==> config.mk <==
export PLATFORM = sky130hd
export DESIGN_NAME = anode_scan_decoder
export DESIGN_NICKNAME = d
export VERILOG_FILES = /design/src/rtl/scan_pkg.sv /design/src/rtl/onehot_decoder_n.sv /design/src/rtl/anode_scan_decoder.sv
export SDC_FILE = /design/constraint.sdc
export NUM_CORES = 1
export LEC_CHECK = 0
export CORE_ASPECT_RATIO = 1.5
export CORE_MARGIN = 2
export CORE_UTILIZATION = 56
export DETAILED_ROUTE_END_ITERATION = 16
export PLACE_DENSITY = 0.87
export SLEW_MARGIN = 20
export SYNTH_ARGS = -nofsm -noshare
export SYNTH_HDL_FRONTEND = slang
export SYNTH_SLANG_ARGS = --single-unit
export TNS_END_PERCENT = 5
==> constraint.sdc <==
create_clock -name clk -period 3.97 [get_ports clk]
set_input_delay 0.9925 -clock clk [delete_from_list [all_inputs] [get_ports clk]]
set_output_delay 0.9925 -clock clk [all_outputs]
set_load 0.005 [all_outputs]
==> src/rtl/scan_pkg.sv <==
// rtl/scan_pkg.sv - shared constants and helpers for the anode scanner
//
// Purpose: anode polarity helper, prescaler width helper and a generic
//          index-to-one-hot function used by the decoder.
// Ports:   none (package).
package scan_pkg;

   // Widest one-hot vector the helper can produce.
   localparam int MAX_OUTS = 256;

   // Drive level for an anode: on=1 gives the active level for the polarity.
   function automatic logic anode_level(input logic active_low, input logic on);
      return on ^ active_low;
   endfunction

   // Prescaler width; never below 1 so a PRESCALE of 1 or 2 still has a register.
   function automatic int clog2_min1(input int v);
      return (v <= 2) ? 1 : $clog2(v);
   endfunction

   // One-hot of idx; all zeros when idx falls outside 0..width-1.
   function automatic logic [MAX_OUTS-1:0] onehot(input int idx, input int width);
      logic [MAX_OUTS-1:0] r;
      for (int i = 0; i < MAX_OUTS; i++) begin
         r[i] = (i < width) && (i == idx);
      end
      return r;
   endfunction

endpackage

==> src/rtl/onehot_decoder_n.sv <==
// rtl/onehot_decoder_n.sv - combinational index to one-hot decoder with enable
//
// Purpose: decodes an N-bit index into OUTS one-hot lines.
// Ports:   idx        in  N     index to decode
//          enable     in  1     0 forces all outputs low
//          onehot_out out OUTS  one-hot result, zero for idx >= OUTS
module onehot_decoder_n #(
   parameter int N    = 3,
   parameter int OUTS = 8
) (
   input  logic [N-1:0]    idx,
   input  logic            enable,
   output logic [OUTS-1:0] onehot_out
);
   import scan_pkg::*;

   always_comb begin
      onehot_out = '0;
      if (enable) begin
         onehot_out = OUTS'(onehot(32'(idx), OUTS));
      end
   end

endmodule

==> src/rtl/anode_scan_decoder.sv <==
// rtl/anode_scan_decoder.sv - time-multiplexed 7-segment digit scanner
//
// Purpose: a prescaler steps a digit index every PRESCALE enabled cycles;
//          the next index is decoded, masked and driven onto the anodes.
// Ports:   clk        in  1           rising-edge clock
//          reset      in  1           synchronous active-high reset
//          enable     in  1           1 scans, 0 freezes and blanks
//          digit_mask in  NUM_DIGITS  bit i blanks digit i
//          anode      out NUM_DIGITS  registered anode enables
//          digit_sel  out N           registered current digit index
//          frame_done out 1           one-cycle pulse on wrap to digit 0
module anode_scan_decoder #(
   parameter int N          = 3,
   parameter int NUM_DIGITS = 8,
   parameter int PRESCALE   = 100000,
   parameter int ACTIVE_LOW = 1
) (
   input  logic                  clk,
   input  logic                  reset,
   input  logic                  enable,
   input  logic [NUM_DIGITS-1:0] digit_mask,
   output logic [NUM_DIGITS-1:0] anode,
   output logic [N-1:0]          digit_sel,
   output logic                  frame_done
);
   import scan_pkg::*;

   if (NUM_DIGITS < 1 || NUM_DIGITS > (1 << N)) begin : g_bad_digits
      $error("anode_scan_decoder: NUM_DIGITS must be in 1..2**N");
   end
   if (PRESCALE < 1) begin : g_bad_prescale
      $error("anode_scan_decoder: PRESCALE must be >= 1");
   end

   localparam int             PW        = clog2_min1(PRESCALE);
   localparam logic [PW-1:0]  PRE_LAST  = PW'(PRESCALE - 1);
   localparam logic [N-1:0]   IDX_LAST  = N'(NUM_DIGITS - 1);
   localparam logic           ANODE_ON  = anode_level(ACTIVE_LOW != 0, 1'b1);
   localparam logic           ANODE_OFF = anode_level(ACTIVE_LOW != 0, 1'b0);

   logic [PW-1:0]         pre;
   logic [N-1:0]          idx;
   logic [N-1:0]          idx_next;
   logic                  step;
   logic                  wrap;
   logic [NUM_DIGITS-1:0] dec;
   logic [NUM_DIGITS-1:0] lit;

   assign step = (pre == PRE_LAST);
   assign wrap = step && (idx == IDX_LAST);

   // Wrap explicitly at NUM_DIGITS-1 so non-power-of-two counts never
   // reach the unused upper index values.
   always_comb begin
      idx_next = idx;
      if (wrap) begin
         idx_next = '0;
      end else if (step) begin
         idx_next = idx + 1'b1;
      end
   end

   // Decoding idx_next lets anode and digit_sel change on the same edge.
   onehot_decoder_n #(
      .N    (N),
      .OUTS (NUM_DIGITS)
   ) u_dec (
      .idx        (idx_next),
      .enable     (enable),
      .onehot_out (dec)
   );

   assign lit = dec & ~digit_mask;

   always_ff @(posedge clk) begin
      if (reset) begin
         pre        <= '0;
         idx        <= '0;
         anode      <= {NUM_DIGITS{ANODE_OFF}};
         frame_done <= 1'b0;
      end else if (!enable) begin
         anode      <= {NUM_DIGITS{ANODE_OFF}};
         frame_done <= 1'b0;
      end else begin
         pre        <= step ? '0 : pre + 1'b1;
         idx        <= idx_next;
         anode      <= ANODE_ON ? lit : ~lit;
         frame_done <= wrap;
      end
   end

   // idx only ever loads idx_next, so it is the registered digit index.
   assign digit_sel = idx;

endmodule

==> key figures <==
Placed design
  – Placed Area: between 1500 and 2000 sq um
  – Placer Congestion: 0.9133
  – Place WS: 1.071 ns
  – Inst Count DP: ~200
  – HPWL Detailed: approximately 2400 um
  – Port bufs: 22

Synth
  – Unique masters post-synth: between 40 and 50
  – Sequential share of the synthesized area: between 30 and 40%
  – Post-synth top cells: 29 x dfxtp_1, 15 x nor2_1, 11 x xor2_1, 9 x nand2_1
  – Syn Nets: roughly 170
  – Synthesized area per cell: 9.324 sq um
  – Synth top area cells: dfxtp_1 40%, xor2_1 6.6%, mux2i_1 5.5%
  – Synth Instances: roughly 160
  – Adder-Cell Fraction of Synth Area: under 10%
  – Top-count cell post-synth: dfxtp_1
  – Synth Area in XOR/XNOR: under 10%
  – Synth Warn #: 0
  – EDFF count, synth: 0
  – Main combinational cell family by area after synthesis: simple AND/OR/NAND/NOR gates
  – Compound-gate portion of the synthesized area: about 5.6%
  – Synth async-reset ratio: 0%
  – Post-synthesis register bit count: 29
  – Synth top area share: 39.66%
  – Post-Syn Area: between 1000 and 1500 sq um
  – Mux contribution to synthesized area: between 7 and 8%
  – Top FF cell, synth: dfxtp_1
  – Simple logic cell fraction of the synthesized area: 35.38%
  – Cell taking the most area after synthesis: dfxtp_1

Final layout
  – Number of diodes: 0
  – Design Area, Final: roughly 1700 sq um
  – Fill cells: slightly below 200
  – Multi-input combinational cell area: approximately 840 sq um
  – Layout area overhead: 19.23%
  – Seq. cell area: about 580 sq um
  – Post-route insts no fill: between 200 and 250
  – Final core occ: a little over two thirds
  – Layout cell share with drive strength beyond 1: roughly an eighth
  – NumNets Final: ~190

Power and ir drop
  – Comb pwr share: 5.3%
  – Power after layout: around 0.52 mW
  – VDD IR max: 0.2150 mV
  – Switch share: a little over a fifth
  – Internal power: 0.4105 mW
  – Sw Pwr: 0.1138 mW
  – Power per Cell Area: ~300 nW/um^2
  – Reg power frac: between 50% and 60%
  – Clock group share of total power: around two fifths
  – P_leak: a little over 0.6 nW

Global routing
  – Number of global-route vias before repair: ~1.3k
  – Largest net degree at the start of global routing: 17
  – First-pass GRT wire length: about 5500 um
  – GRT Total Usage: between 20% and 30%
  – Initial antenna violation count: 0
  – Total gr overflow: 0

Drt
  – DRC Markers: 0
  – Total number of vias: 1284
  – Wirelength per Cell: 15.73 um
  – ANT nets after route: 0
  – Routed wire length: 3209 um
  – Detailed Routing Iterations Pass 1: 4
  – Starting DRC count in detailed routing: 28
  – Vias per cell: between 6 and 7

STA
  – Fin crit period: between 2 and 3 ns
  – Tcrit/Tclk final: roughly two thirds
  – Fin Setup TNS: 0 ns
  – Slew Limit Fails: 0
  – WHS: a little over 0.5 ns
  – F_max: 0.3869 GHz
  – Final WS setup: 1.385 ns
  – Final Hold Vio Count: 0
  – Worst Skew: about 0.010 ns
  – RSZ-0062 raised after global routing: no
  – Final setup fails: 0
  – Worst-margin pin slew: 0.6456 ns
  – Worst rel slew slack: 56.93%

Floorplanning
  – Floorplan row count: 22
  – Die ar.: between 3000 and 4000 sq um
  – Die Wd: 45.75 um
  – Io pins: 23
  – Die Height: about 67 um
  – Core region area: 2477 sq um
  – Starting Density: roughly three fifths

Clock network
  – # Post-CTS Setup Buffers: 0
  – Clk slew on worst S/H paths: about 0.09 ns
  – Num CTS Buffers: 5
  – CTS hold repair buffers: 0
  – Clk buf depth: 2
  – Clock Sinks: 29
  – H-tree Lvls: 2
  – CTS tree: yes
  – Clock root buffer master: clkbuf_4
  – Worst-Skew Late Latency: about 0.33 ns
  – PostCTS Resize Cnt: 0

Critical path
  – Worst path slowest cell: clkdlybuf4s50_1
  – Critical Path AT: ~2.8 ns
  – Reg2reg path depth: 6
  – CP startpoint: enable
  – Startpoint Class: input pin
  – Worst R2R Start: digit_sel[0]
  – Crit path cell chain: clkdlybuf4s50_1 > and3_4 > nand2_4 > or4_1 > a21oi_1
  – CP Max Fanout: 14
  – Setup crit end kind: flop
  – Kind of critical path: input pin to flop
  – CP required: between 4 and 5 ns
  – Critical Path Max Stage Delay: 0.77 ns
  – Reg2reg end: anode[3]
  – CP Capture Point: pre[16]
  – R2r setup slk: approximately 1.8 ns

Worst hold path
  – Hold Crit Class: flop to flop

Flow run
  – Max Cap Viol: 0

Status
  – Status: finished, final reports clean
[state kept, by name, indices dropped and copies added, names as in the netlist]
register    count
pre            17
frame_done      1
digit_sel       3
anode           8
[worst min path at each step]
| stage | startpoint | end | slack (ns) | cells after the start |
|---|---|---|---|---|
| 2_1_floorplan | pre[16] | pre[16] | 0.45 | 2 |
| 3_3_place_gp | pre[16] | pre[16] | 0.46 | 2 |
| 3_5_place_dp | pre[15] | pre[15] | 0.49 | 2 |
| 4_1_cts | pre[15] | pre[15] | 0.51 | 2 |
| 5_1_grt | pre[15] | pre[15] | 0.54 | 2 |
| 6_report | pre[15] | pre[15] | 0.50 | 2 |
[power groups by stage]
| stage | registers (mW) | logic [mW] | clock network (mW) |
|---|---|---|---|
| 2_1_floorplan | 0.302 | 0.0125 | 0 |
| 3_3_place_gp | 0.302 | 0.0259 | 0 |
| 3_5_place_dp | 0.303 | 0.0276 | 0 |
| 4_1_cts | 0.296 | 0.0280 | 0.206 |
| 5_1_grt | 0.296 | 0.0300 | 0.220 |
| 6_report | 0.296 | 0.0278 | 0.201 |
[worst max-delay path, delay by kind of cell]
kind	cells	cell delay (ns)
and+or+nand+nor	3	0.91
buffers and inverters	1	0.77
AOI/OAI and AO/OA	1	0.16
[cell usage in the layout, fill, tap and decap left out, types with 4 or more instances in the layout]
cell type,n
xor2_1,11
nor3_1,8
nand2_1,9
or3_1,4
nand3_1,6
a21oi_1,4
dfxtp_1,29
nand4_1,8
clkbuf_4,5
mux2i_1,8
nor2_1,15
clkdlybuf4s50_1,22
nand2b_1,5
[layout make-up]
class | instances | share of cell area (%)
clock buffer | 7 | 3.728
clock inverter | 1 | 0.2867
timing repair buffer | 22 | 12.62
multi-input combinational | 121 | 48.39
sequential | 29 | 33.26
tap | 24 | 1.720
[cells by family (layout without fill, tap and decap cells)]
kind of cell,Yosys count,after routing
compound gates,12,12
buf+inv,7,30
xor+xnor,12,12
simple gates,84,84
mux,10,10
fa+ha+maj,3,3
flops,29,29
[per-layer routing]
layer  up-vias  GRT usage (%)  part of all wire, %
li1        617              -                    -
met3        12          7.859                  4.5
met4         0          15.36                  3.1
met2        46          43.66                   55
met5         -              0                    0
met1       609          24.70                   37
Note: power is estimated with default switching activity, not from simulation.
